<file path="src/rtl/pixel_scan_ctrl.sv">
// pixel_scan_ctrl: raster-scan sequencer between the pixel memory and the filter datapath.
// Issues one memory read at a time, forwards each returned pixel to the filter over a
// valid/ready handshake with start/end-of-line and end-of-frame flags, and pulses done
// once the filter has accepted every pixel of the N x N frame.
module pixel_scan_ctrl #(
    parameter int ADDR_W  = 8,
    parameter int PIX_W   = 24,
    parameter int TIMEOUT = 64
) (
    input  logic              clk,
    input  logic              rst,
    input  logic              start,
    input  logic [1:0]        size,
    input  logic [1:0]        filter,
    output logic              rd_req,
    output logic [ADDR_W-1:0] pixel_addr,
    input  logic              validData,
    input  logic [PIX_W-1:0]  pixel_in,
    output logic              fl_valid,
    input  logic              fl_ready,
    output logic [PIX_W-1:0]  fl_pixel,
    output logic [1:0]        fl_mode,
    output logic              fl_sol,
    output logic              fl_eol,
    output logic              fl_last,
    output logic              busy,
    output logic              done,
    output logic              err
);

    typedef enum logic [2:0] {
        S_IDLE,
        S_REQ,
        S_WAIT,
        S_PUSH,
        S_DONE
    } state_t;

    localparam int CNT_W = $clog2(TIMEOUT);

    state_t            state_reg;
    logic [1:0]        size_reg;
    logic [CNT_W-1:0]  wait_cnt_reg;
    logic              rd_req_reg;
    logic [ADDR_W-1:0] pixel_addr_reg;
    logic              fl_valid_reg;
    logic [PIX_W-1:0]  fl_pixel_reg;
    logic [1:0]        fl_mode_reg;
    logic              fl_sol_reg;
    logic              fl_eol_reg;
    logic              fl_last_reg;
    logic              busy_reg;
    logic              done_reg;
    logic              err_reg;

    // Per-size geometry: last frame address (N*N-1) and column mask (N-1).
    // Entry 3 is never selected: an illegal size is rejected before it is latched.
    logic [ADDR_W-1:0] last_tbl     [4];
    logic [ADDR_W-1:0] col_mask_tbl [4];

    genvar gi;
    generate
        for (gi = 0; gi < 4; gi++) begin : g_geom
            assign last_tbl[gi]     = ADDR_W'((1 << (2 * gi + 4)) - 1);
            assign col_mask_tbl[gi] = ADDR_W'((4 << gi) - 1);
        end
    endgenerate

    logic [ADDR_W-1:0] col_mask;
    logic [ADDR_W-1:0] last_addr;
    logic [ADDR_W-1:0] col;

    assign col_mask  = col_mask_tbl[size_reg];
    assign last_addr = last_tbl[size_reg];
    assign col       = pixel_addr_reg & col_mask;

    // Frame sequencer: every output is a register updated on the state transition.
    always_ff @(posedge clk) begin
        if (rst) begin
            state_reg      <= S_IDLE;
            size_reg       <= 2'b00;
            wait_cnt_reg   <= '0;
            rd_req_reg     <= 1'b0;
            pixel_addr_reg <= '0;
            fl_valid_reg   <= 1'b0;
            fl_pixel_reg   <= '0;
            fl_mode_reg    <= 2'b00;
            fl_sol_reg     <= 1'b0;
            fl_eol_reg     <= 1'b0;
            fl_last_reg    <= 1'b0;
            busy_reg       <= 1'b0;
            done_reg       <= 1'b0;
            err_reg        <= 1'b0;
        end else begin
            // Strobes default low so each is a single-cycle pulse.
            rd_req_reg <= 1'b0;
            done_reg   <= 1'b0;
            err_reg    <= 1'b0;
            case (state_reg)
                S_IDLE: begin
                    if (start) begin
                        if (size != 2'b11) begin
                            size_reg       <= size;
                            fl_mode_reg    <= filter;
                            pixel_addr_reg <= '0;
                            rd_req_reg     <= 1'b1;
                            busy_reg       <= 1'b1;
                            state_reg      <= S_REQ;
                        end else begin
                            err_reg <= 1'b1;
                        end
                    end
                end
                S_REQ: begin
                    wait_cnt_reg <= '0;
                    state_reg    <= S_WAIT;
                end
                S_WAIT: begin
                    if (validData) begin
                        fl_pixel_reg <= pixel_in;
                        fl_valid_reg <= 1'b1;
                        fl_sol_reg   <= (col == '0);
                        fl_eol_reg   <= (col == col_mask);
                        fl_last_reg  <= (pixel_addr_reg == last_addr);
                        state_reg    <= S_PUSH;
                    end else if (wait_cnt_reg == CNT_W'(TIMEOUT - 1)) begin
                        // Memory never answered: abandon the frame without done.
                        err_reg   <= 1'b1;
                        busy_reg  <= 1'b0;
                        state_reg <= S_IDLE;
                    end else begin
                        wait_cnt_reg <= wait_cnt_reg + 1'b1;
                    end
                end
                S_PUSH: begin
                    if (fl_ready) begin
                        fl_valid_reg <= 1'b0;
                        if (fl_last_reg) begin
                            done_reg  <= 1'b1;
                            state_reg <= S_DONE;
                        end else begin
                            pixel_addr_reg <= pixel_addr_reg + 1'b1;
                            rd_req_reg     <= 1'b1;
                            state_reg      <= S_REQ;
                        end
                    end
                end
                S_DONE: begin
                    busy_reg  <= 1'b0;
                    state_reg <= S_IDLE;
                end
                default: begin
                    busy_reg  <= 1'b0;
                    state_reg <= S_IDLE;
                end
            endcase
        end
    end

    assign rd_req     = rd_req_reg;
    assign pixel_addr = pixel_addr_reg;
    assign fl_valid   = fl_valid_reg;
    assign fl_pixel   = fl_pixel_reg;
    assign fl_mode    = fl_mode_reg;
    assign fl_sol     = fl_sol_reg;
    assign fl_eol     = fl_eol_reg;
    assign fl_last    = fl_last_reg;
    assign busy       = busy_reg;
    assign done       = done_reg;
    assign err        = err_reg;

endmodule
</file>
<file path="config.mk">
export PLATFORM = sky130hd
export DESIGN_NAME = pixel_scan_ctrl
export DESIGN_NICKNAME = d
export VERILOG_FILES = /design/src/rtl/pixel_scan_ctrl.sv
export SDC_FILE = /design/constraint.sdc
export NUM_CORES = 1
export LEC_CHECK = 0
export CORE_ASPECT_RATIO = 1.1
export CORE_MARGIN = 1
export CORE_UTILIZATION = 30
export CTS_CLUSTER_SIZE = 14
export DETAILED_ROUTE_END_ITERATION = 10
export GPL_TIMING_DRIVEN = 0
export PLACE_DENSITY = 0.62
export SKIP_CTS_REPAIR_TIMING = 1
export SLEW_MARGIN = 30
export SYNTH_ARGS = -nofsm -noshare
export SYNTH_HDL_FRONTEND = slang
export SYNTH_SLANG_ARGS = --single-unit
</file>
<file path="constraint.sdc">
create_clock -name clk -period 1.85 [get_ports clk]
set_input_delay 0.185 -clock clk [delete_from_list [all_inputs] [get_ports clk]]
set_output_delay 0.185 -clock clk [all_outputs]
set_load 0.05 [all_outputs]
</file>
==> results.json, run 1 <==
{
  "status": "finished clean",
  "synth_seq_cells": 53,
  "drc": 0,
  "period_share_pct": 97.0,
  "setup_slack_ns": 0.0560,
  "n_antenna_cell": 0,
  "p_leak_nw": 1.18,
  "maxCapViolCount": 0,
  "ys.warnings.count": 0,
  "setup.worst_path.start_class": "flop",
  "skew_ns": 0.00421,
  "post-dp-hpwl_mm": 4.59,
  "cts.path.max_buffers": 2,
  "power_density_nw_per_um2": 709,
  "slew_headroom_pct": 63.2,
  "vias_per_cell": 4.86,
  "path_buf_inv": 1,
  "crit_arrival_ns": 1.61,
  "reg2reg_to": "wait_cnt_reg[1]",
  "row_count": 33,
  "grt_pass1_vias": 2184,
  "critical_path.cell_chain": "clkdlybuf4s50_1",
  "clk_pin_slew_ns": 0.10,
  "cp_slowest_cell": "clkdlybuf4s50_1",
  "synthArstFlopShare_pct": 0,
  "regToRegSetupSlack_ns": 0.10,
  "rsz0062_at_grt": "yes",
  "path_class": "reg2out",
  "grt_pass1_wl_mm": 10.3,
  "syn_nets": 320,
  "cts_root_buf": "clkbuf_8",
  "initial_core_util_pct": 31.3,
  "min_from": "rst",
  "yosys.area.top_type_share_pct": 44.8,
  "synth_largest_area_cell": "dfxtp_1",
  "required_ns": 1.66,
  "ys_seq_area_share_pct": 44.8,
  "ir_worst_vdd_mv": 0.355,
  "vias": 2286,
  "cp-end-kind": "primary output",
  "area_growth_pct": 41.8,
  "core_area_sq_um": 7560,
  "numCtsBuffers": 5,
  "gp_congestion": 0.819,
  "grt_max_degree": 17,
  "drt_iter0_markers": 85,
  "layout.nets": 400,
  "setup_violations": 0,
  "drt_pass1_iterations": 4,
  "pre_cts_ws_ns": -0.155,
  "largest_reg_flops": 24,
  "whs_path_depth": 4,
  "critPathTopFamily": "buffers and inverters",
  "ant_nets": 0,
  "cts_tree": "done",
  "min_to": "pixel_addr[2]",
  "drive_gt1_share_pct": 6.30,
  "synthTopCellsByCount": "nand2_1 (62), dfxtp_1 (53), a21oi_1 (36), nor2_1 (14), clkbuf_1 (11)",
  "rr_startpoint": "wait_cnt_reg[0]",
  "finalMaxSlewViolations": 0,
  "fin_area_sq_um": 3360,
  "fin_crit_ns": 1.79,
  "synth_cells": 284,
  "overflow": 0,
  "worst_pin_slew_ns": 0.552,
  "avgSynthCellArea_sq_um": 8.34,
  "utilization_pct": 44.4,
  "htree_num_levels": 2,
  "cp_max_fo": 7,
  "ff2ff_path_depth": 5,
  "synth_area_leaders": "dfxtp_1 (45%), nand2_1 (9.8%), a21oi_1 (7.6%)",
  "cp.depth": 1,
  "hold_viol": 0,
  "grt_use_total_pct": 16.0,
  "antenna_found_initial": 0,
  "port-buffer-count": 73,
  "cts_sinks": 53,
  "io_pins": 75,
  "synth_area_sq_um": 2370,
  "slowest_delay_ns": 0.84,
  "wire_per_inst_microns": 13.5,
  "clk_latency_ns": 0.31,
  "hold_path_class": "in2reg",
  "dieWidth_microns": 86.7,
  "wl_mm": 6.34,
  "placed_cell_area_sq_um": 3230,
  "setup_tns_ns": 0,
  "dieArea_sq_um": 8250,
  "die_h_microns": 95.2,
  "synth-edff-count": 0,
  "synth_flop_cell": "dfxtp_1",
  "synth_most_common_cell": "nand2_1",
  "fmax_mhz": 557,
  "synth.distinct_cells": 51
}
per-stage QoR:
stage / cells / total power [W] / hold slack [ns]
global route: 470 / 0.00248 / 0.420
floorplan: 284 / 0.00145 / 0.321
global placement: 462 / 0.00161 / 0.441
CTS: 470 / 0.00240 / 0.395
finish: 470 / 0.00238 / 0.408
detailed placement: 462 / 0.00161 / 0.446
how the worst max path moves through the flow:
| stage | from | end | slack, ns |
|---|---|---|---|
| floorplan | pixel_addr[2] | pixel_addr[7] | 0.19 |
| global placement | validData | fl_pixel[0] | -0.15 |
| detailed placement | validData | fl_pixel[2] | -0.16 |
| CTS | wait_cnt_reg[0] | err | -0.02 |
| global route | state_reg[2] | fl_pixel[1] | -0.0007 |
| finish | pixel_addr[6] | pixel_addr[6] | 0.06 |
cells by family after synthesis:
family	count (synthesis)	synth area share [%]
and+or+nand+nor	128	28.0
muxes	5	2.11
buffers and inverters	24	4.60
adders and majority gates	3	1.59
DFF	53	44.8
AOI/OAI and AO/OA	71	18.9
final cells by class:
type	instances	area (sq um)
plain buffers	18	86.3
clock buffers	6	72.6
clock inverters	2	38.8
fillers	780	4200
inverters	6	22.5
multi-input cells	207	1210
flip-flops and latches	53	1060
well taps	105	131
repair buffers	73	736
layer usage:
layer,vias to the layer above,wire length [microns],share of wire (%),track usage (%)
met4,0,44,0.69,3.75
met3,4,349,5.5,5.28
met1,1085,2800,44,18.4
met5,-,0,0,0
li1,1155,-,-,-
met2,42,3150,50,28.5
where the power goes:
part | switching, W | internal (W)
Sequential | 0.0000234 | 0.00117
Combinational | 0.000218 | 0.000169
Clock | 0.000391 | 0.000407
cells in the final DEF (no fill, tap or decap), drive strengths merged, types with 3 or more instances in the layout:
master          n
nand4b          3
ha              3
nand3           7
nand2          62
clkbuf         18
o31ai           5
nor2           14
clkdlybuf4s50  71
o211ai          3
buf             6
and3            3
nor3            3
a21oi          36
nor3b           3
inv             6
dfxtp          53
nand2b          3
o21ai           9
nand3b          5
mux2i           5
nor2b           9
(Power assumes the default switching activity.)
==> inputs of run 2 (changes only) <==
CAP_MARGIN = 5   (was not set)
==> results of run 2 <==
Same layout as run 1: the final DEF is identical, and so are final timing and power.
